## src/rtl/simd_pkg.sv

```systemverilog
// Shared types and default sizing for the SIMD datapath blocks.
package simd_pkg;

    localparam int REG_SIZE  = 16;
    localparam int VEC_SIZE  = 4;
    localparam int SEL_BITS  = 2;
    localparam int ADDR_BITS = 16;

    typedef enum logic [1:0] {
        IDLE  = 2'd0,
        REQ   = 2'd1,
        WAIT  = 2'd2,
        WRITE = 2'd3
    } vload_state_t;

    // Width of a counter that indexes `lanes` lanes; never narrower than one bit.
    function automatic int lane_bits(input int lanes);
        return (lanes > 1) ? $clog2(lanes) : 1;
    endfunction

endpackage

```

## src/rtl/logic_decoder.sv

```systemverilog
// Binary-to-one-hot decoder with a global enable.
module logic_decoder #(
    parameter int IN_BITS = 2
) (
    input  logic                       en,
    input  logic [IN_BITS-1:0]         sel,
    output logic [(1 << IN_BITS)-1:0]  onehot
);

    generate
        for (genvar gi = 0; gi < (1 << IN_BITS); gi++) begin : g_out
            assign onehot[gi] = en && (sel == IN_BITS'(gi));
        end
    endgenerate

endmodule

```

## src/rtl/vector_lane_buffer.sv

```systemverilog
// Per-lane storage for a vector being gathered; one lane written per cycle.
module vector_lane_buffer
    import simd_pkg::*;
#(
    parameter int regSize  = REG_SIZE,
    parameter int vecSize  = VEC_SIZE,
    parameter int laneBits = lane_bits(VEC_SIZE)
) (
    input  logic                             clk,
    input  logic                             reset,
    input  logic                             wr_en,
    input  logic [laneBits-1:0]              wr_lane,
    input  logic [regSize-1:0]               wr_data,
    output logic [vecSize-1:0][regSize-1:0]  data_out
);

    logic [(1 << laneBits)-1:0] lane_sel;

    logic_decoder #(
        .IN_BITS (laneBits)
    ) u_lane_decoder (
        .en     (wr_en),
        .sel    (wr_lane),
        .onehot (lane_sel)
    );

    generate
        for (genvar gi = 0; gi < vecSize; gi++) begin : g_lane
            logic [regSize-1:0] lane_reg;

            always_ff @(posedge clk or posedge reset) begin
                if (reset) begin
                    lane_reg <= '0;
                end else if (lane_sel[gi]) begin
                    lane_reg <= wr_data;
                end
            end

            assign data_out[gi] = lane_reg;
        end
    endgenerate

endmodule

```

## src/rtl/vector_load_unit.sv

```systemverilog
// Gathers one vector from scalar memory, one lane per read, then writes it
// to the vector register file with a single registered write pulse.
module vector_load_unit
    import simd_pkg::*;
#(
    parameter int regSize  = REG_SIZE,
    parameter int selBits  = SEL_BITS,
    parameter int vecSize  = VEC_SIZE,
    parameter int addrBits = ADDR_BITS
) (
    input  logic                             clk,
    input  logic                             reset,
    input  logic                             start,
    input  logic [addrBits-1:0]              baseAddr,
    input  logic [selBits-1:0]               destReg,
    output logic                             memRdEn,
    output logic [addrBits-1:0]              memAddr,
    input  logic                             memValid,
    input  logic [regSize-1:0]               memRdData,
    output logic                             regWrEn,
    output logic [selBits-1:0]               regToWrite,
    output logic [vecSize-1:0][regSize-1:0]  regWriteData,
    output logic                             busy,
    output logic                             done
);

    localparam int                  LANE_BITS = lane_bits(vecSize);
    localparam logic [LANE_BITS-1:0] LAST_LANE = LANE_BITS'(vecSize - 1);

    vload_state_t          state_reg;
    logic [LANE_BITS-1:0]  lane_reg;
    logic [LANE_BITS-1:0]  lane_next;
    logic [addrBits-1:0]   base_reg;
    logic [selBits-1:0]    dest_reg;
    logic [addrBits-1:0]   mem_addr_reg;
    logic [selBits-1:0]    reg_to_write_reg;
    logic                  mem_rd_en_reg;
    logic                  reg_wr_en_reg;
    logic                  busy_reg;
    logic                  done_reg;
    logic                  capture;

    assign lane_next = lane_reg + 1'b1;

    // Read data is only accepted while a request is outstanding.
    assign capture = (state_reg == WAIT) && memValid;

    vector_lane_buffer #(
        .regSize  (regSize),
        .vecSize  (vecSize),
        .laneBits (LANE_BITS)
    ) u_lane_buffer (
        .clk      (clk),
        .reset    (reset),
        .wr_en    (capture),
        .wr_lane  (lane_reg),
        .wr_data  (memRdData),
        .data_out (regWriteData)
    );

    // Every output is a flop so the register file sees glitch-free strobes.
    always_ff @(posedge clk or posedge reset) begin
        if (reset) begin
            state_reg        <= IDLE;
            lane_reg         <= '0;
            base_reg         <= '0;
            dest_reg         <= '0;
            mem_addr_reg     <= '0;
            reg_to_write_reg <= '0;
            mem_rd_en_reg    <= 1'b0;
            reg_wr_en_reg    <= 1'b0;
            busy_reg         <= 1'b0;
            done_reg         <= 1'b0;
        end else begin
            mem_rd_en_reg <= 1'b0;
            reg_wr_en_reg <= 1'b0;
            done_reg      <= 1'b0;

            case (state_reg)
                IDLE: begin
                    if (start) begin
                        base_reg      <= baseAddr;
                        dest_reg      <= destReg;
                        lane_reg      <= '0;
                        mem_addr_reg  <= baseAddr;
                        mem_rd_en_reg <= 1'b1;
                        busy_reg      <= 1'b1;
                        state_reg     <= REQ;
                    end
                end

                REQ: begin
                    state_reg <= WAIT;
                end

                WAIT: begin
                    if (memValid) begin
                        if (lane_reg == LAST_LANE) begin
                            reg_wr_en_reg    <= 1'b1;
                            done_reg         <= 1'b1;
                            reg_to_write_reg <= dest_reg;
                            state_reg        <= WRITE;
                        end else begin
                            // Address arithmetic wraps naturally at addrBits.
                            lane_reg      <= lane_next;
                            mem_addr_reg  <= base_reg + addrBits'(lane_next);
                            mem_rd_en_reg <= 1'b1;
                            state_reg     <= REQ;
                        end
                    end
                end

                WRITE: begin
                    busy_reg  <= 1'b0;
                    state_reg <= IDLE;
                end

                default: begin
                    state_reg <= IDLE;
                end
            endcase
        end
    end

    assign memRdEn    = mem_rd_en_reg;
    assign memAddr    = mem_addr_reg;
    assign regWrEn    = reg_wr_en_reg;
    assign regToWrite = reg_to_write_reg;
    assign busy       = busy_reg;
    assign done       = done_reg;

endmodule

```

## config.mk

```make
export PLATFORM = sky130hd
export DESIGN_NAME = vector_load_unit
export DESIGN_NICKNAME = d
export VERILOG_FILES = /design/src/rtl/simd_pkg.sv /design/src/rtl/logic_decoder.sv /design/src/rtl/vector_lane_buffer.sv /design/src/rtl/vector_load_unit.sv
export SDC_FILE = /design/constraint.sdc
export NUM_CORES = 1
export LEC_CHECK = 0
export CORE_MARGIN = 1
export CORE_UTILIZATION = 40
export DETAILED_ROUTE_END_ITERATION = 10
export DONT_BUFFER_PORTS = 1
export PLACE_DENSITY = 0.56
export SYNTH_ARGS = -nofsm -noshare
export SYNTH_HDL_FRONTEND = slang
export SYNTH_SLANG_ARGS = --single-unit
export TNS_END_PERCENT = 50
```

## constraint.sdc

```tcl
create_clock -name clk -period 5.27 [get_ports clk]
set_clock_uncertainty 0.05 [all_clocks]
set_input_delay 1.3175 -clock clk [delete_from_list [all_inputs] [get_ports clk]]
set_output_delay 1.3175 -clock clk [all_outputs]
set_load 0.005 [all_outputs]
```

==> run metrics <==
HP Start dest_reg[0]; Syn Nets a little over 400; initial antenna violation count 0; Leak between 2 and 2.5 nW; Worst Setup SP start; r2r startpoint lane_reg[0]; sequential share of the synthesized area a little under three fifths; clk_lat worst skew approximately 0.35 ns; total clock sinks about 110; vias in the first global route between 2,000 and 3,000; die footprint about 12,000 um^2; Yosys cell types 52; Setup WS post-layout 2.64 ns; vias roughly 2,800; fillers 1,041; worst r2r path cells 7; area of the multi-input gates about 1900 um^2; chip height approximately 110 um; flop2flop setup slack 2.84 ns; setup violators final 0; Final Cell Area about 5000 um^2; Max Freq between 300 and 400 MHz; Cells after Synth 369; Cell Area, Synth 4660 um^2; Max-slew headroom about 27%; ranking of synthesized cells by area dfrtp_1 57%, mux2_2 8.2%, mux2_1 6.0%; largest net degree at the start of global routing 63; PortBufs 0; drc violations 0; CP Launch Type input pin; warnings from Yosys 0; DR WL/cell roughly 19 um; Main synth FF type dfrtp_1; crit share post-route about half; CORE AREA about 11,000 um^2; Layout area overhead 8.08%; Setup CP Type in -> reg; row cnt 39; global-route usage over all layers ~17%; WP data required roughly 5.5 ns; number of routed nets with antenna violations 0; Final Hold Vio Count 0; Ports 124; worst r2r dst memAddr[15]; layout cells sized above 1 between 10% and 20%; H-tree level count 3; final setup TNS 0 ns; initial cell density of the core slightly above 40%; min Tclk post-route between 2 and 3 ns; worst-margin pin slew 1.09 ns; cell taking the most area after synthesis dfrtp_1; CTS tree done; Nets 411; max reg flops 64; DP Area between 4000 and 5000 um^2; Worst-path clk slew approximately 0.070 ns; syn avg cell area around 13 um^2; Layout Utilization 44.3%; CTS root buffer clkbuf_16; Hold Path Sink dest_reg[0]; #FFs+latches synth roughly 110; total CTS buffers 9; drt first pass iters 4; Hold Crit Class reg -> reg; maximum clock insertion buffer count 2; DP HPWL roughly 6.8 mm; # resized after CTS 0; Antenna Cells 0; crit path max fanout 26; average vias per placed instance about 5.5; Reg area 2680 um^2; Hold Path Depth 2; post-CTS setup buffer count 0; Die Wd between 100 and 150 um; Final Max Slew Viols 0; grt ovf 0; peak supply drop 0.000242 V; dpl ws between 2 and 2.5 ns; top-area cell type share of the netlist area 57.4%; Power per Cell Area 580 nW/um^2; asr flop ratio synth between 90% and 100%; final WL approximately 10 mm; First DRT Iteration DRCs about 140; global-route wire length before repair between 15 and 20 mm; Final Power approximately 2.9 mW; hold_buf cts 0; placer congestion estimate about 0.75; number of flops mapped to enable cells by yosys 0; arrival time at the worst endpoint about 2.8 ns; CP Capture Type register; RSZ-0062 raised after global routing false; Max Cap Violations 0; status complete, no violations
==> synthesized netlist by cell type (all sizes together) (4+ instances only) <==
cell type	number
nor2b	4
mux2	66
nand3	14
ha	6
inv	8
clkbuf	4
buf	11
nor2	5
o21ai	13
xnor2	6
nand2	71
a21oi	6
dfrtp	107
==> through the flow <==
step                hold slack (ns)  instances
floorplan                     0.392        369
global placement              0.412        498
detailed placement            0.409        498
CTS                           0.425        514
global route                  0.448        514
finish                        0.419        514
==> area by class of cell <==
| class | count | area share (%) |
|---|---|---|
| tap | 143 | 3.55 |
| sequential | 107 | 53.1 |
| inverter | 8 | 0.695 |
| timing repair buffer | 1 | 0.149 |
| clock buffer | 14 | 5.24 |
| clock inverter | 2 | 0.199 |
| multi-input combinational | 239 | 37.0 |
==> cells by family (layout without fill, tap and decap cells) <==
family / after synthesis / in the layout / share of synthesized area, %
multiplexers: 69 / 69 / 17.1
AO/OA/AOI/OAI: 38 / 38 / 5.18
XOR/XNOR: 8 / 8 / 1.50
AND/OR/NAND/NOR: 117 / 117 / 14.1
flip-flops: 107 / 107 / 57.4
buffers and inverters: 23 / 25 / 2.55
adder cells (fa/ha/maj): 7 / 7 / 2.04
==> worst max path at each step <==
stage,endpoint,cells after the start,slack (ns)
final,memAddr[14],4,2.64
after global routing,memAddr[14],4,2.49
after CTS,memAddr[14],4,2.64
after detailed placement,memAddr[14],4,2.28
after global placement,memAddr[14],4,2.30
after floorplan,base_reg[0],1,1.09
==> layer usage <==
metal,global-route usage [%],vias to the layer above,wire length [um]
met3,6.11,7,800
met4,6.86,0,88
met5,0,-,0
li1,-,1284,-
met2,27.1,99,4790
met1,20.5,1413,4220
==> placed cells by master, fill, tap and decap left out, types with 6 or more instances in the layout <==
| master | n |
|---|---|
| dfrtp_1 | 107 |
| clkbuf_16 | 9 |
| o21ai_0 | 8 |
| mux2_2 | 34 |
| ha_1 | 6 |
| mux2_1 | 25 |
| nand2_1 | 71 |
| xnor2_1 | 6 |
| nand3_1 | 9 |
| mux2_4 | 7 |
| a21oi_1 | 6 |
==> report_power, final <==
group,leakage [nW],internal (mW),switching [mW]
clock,0.137,0.345,0.285
sequential,1.35,1.20,0.359
combinational,0.871,0.368,0.366
==> worst max-delay path, cell delays in order <==
cell and delay [ns]:
nor3b_4 0.87, nor2_4 0.28, a21boi_0 0.25, nand3_1 0.10
Note: power is estimated with default switching activity, not from simulation.
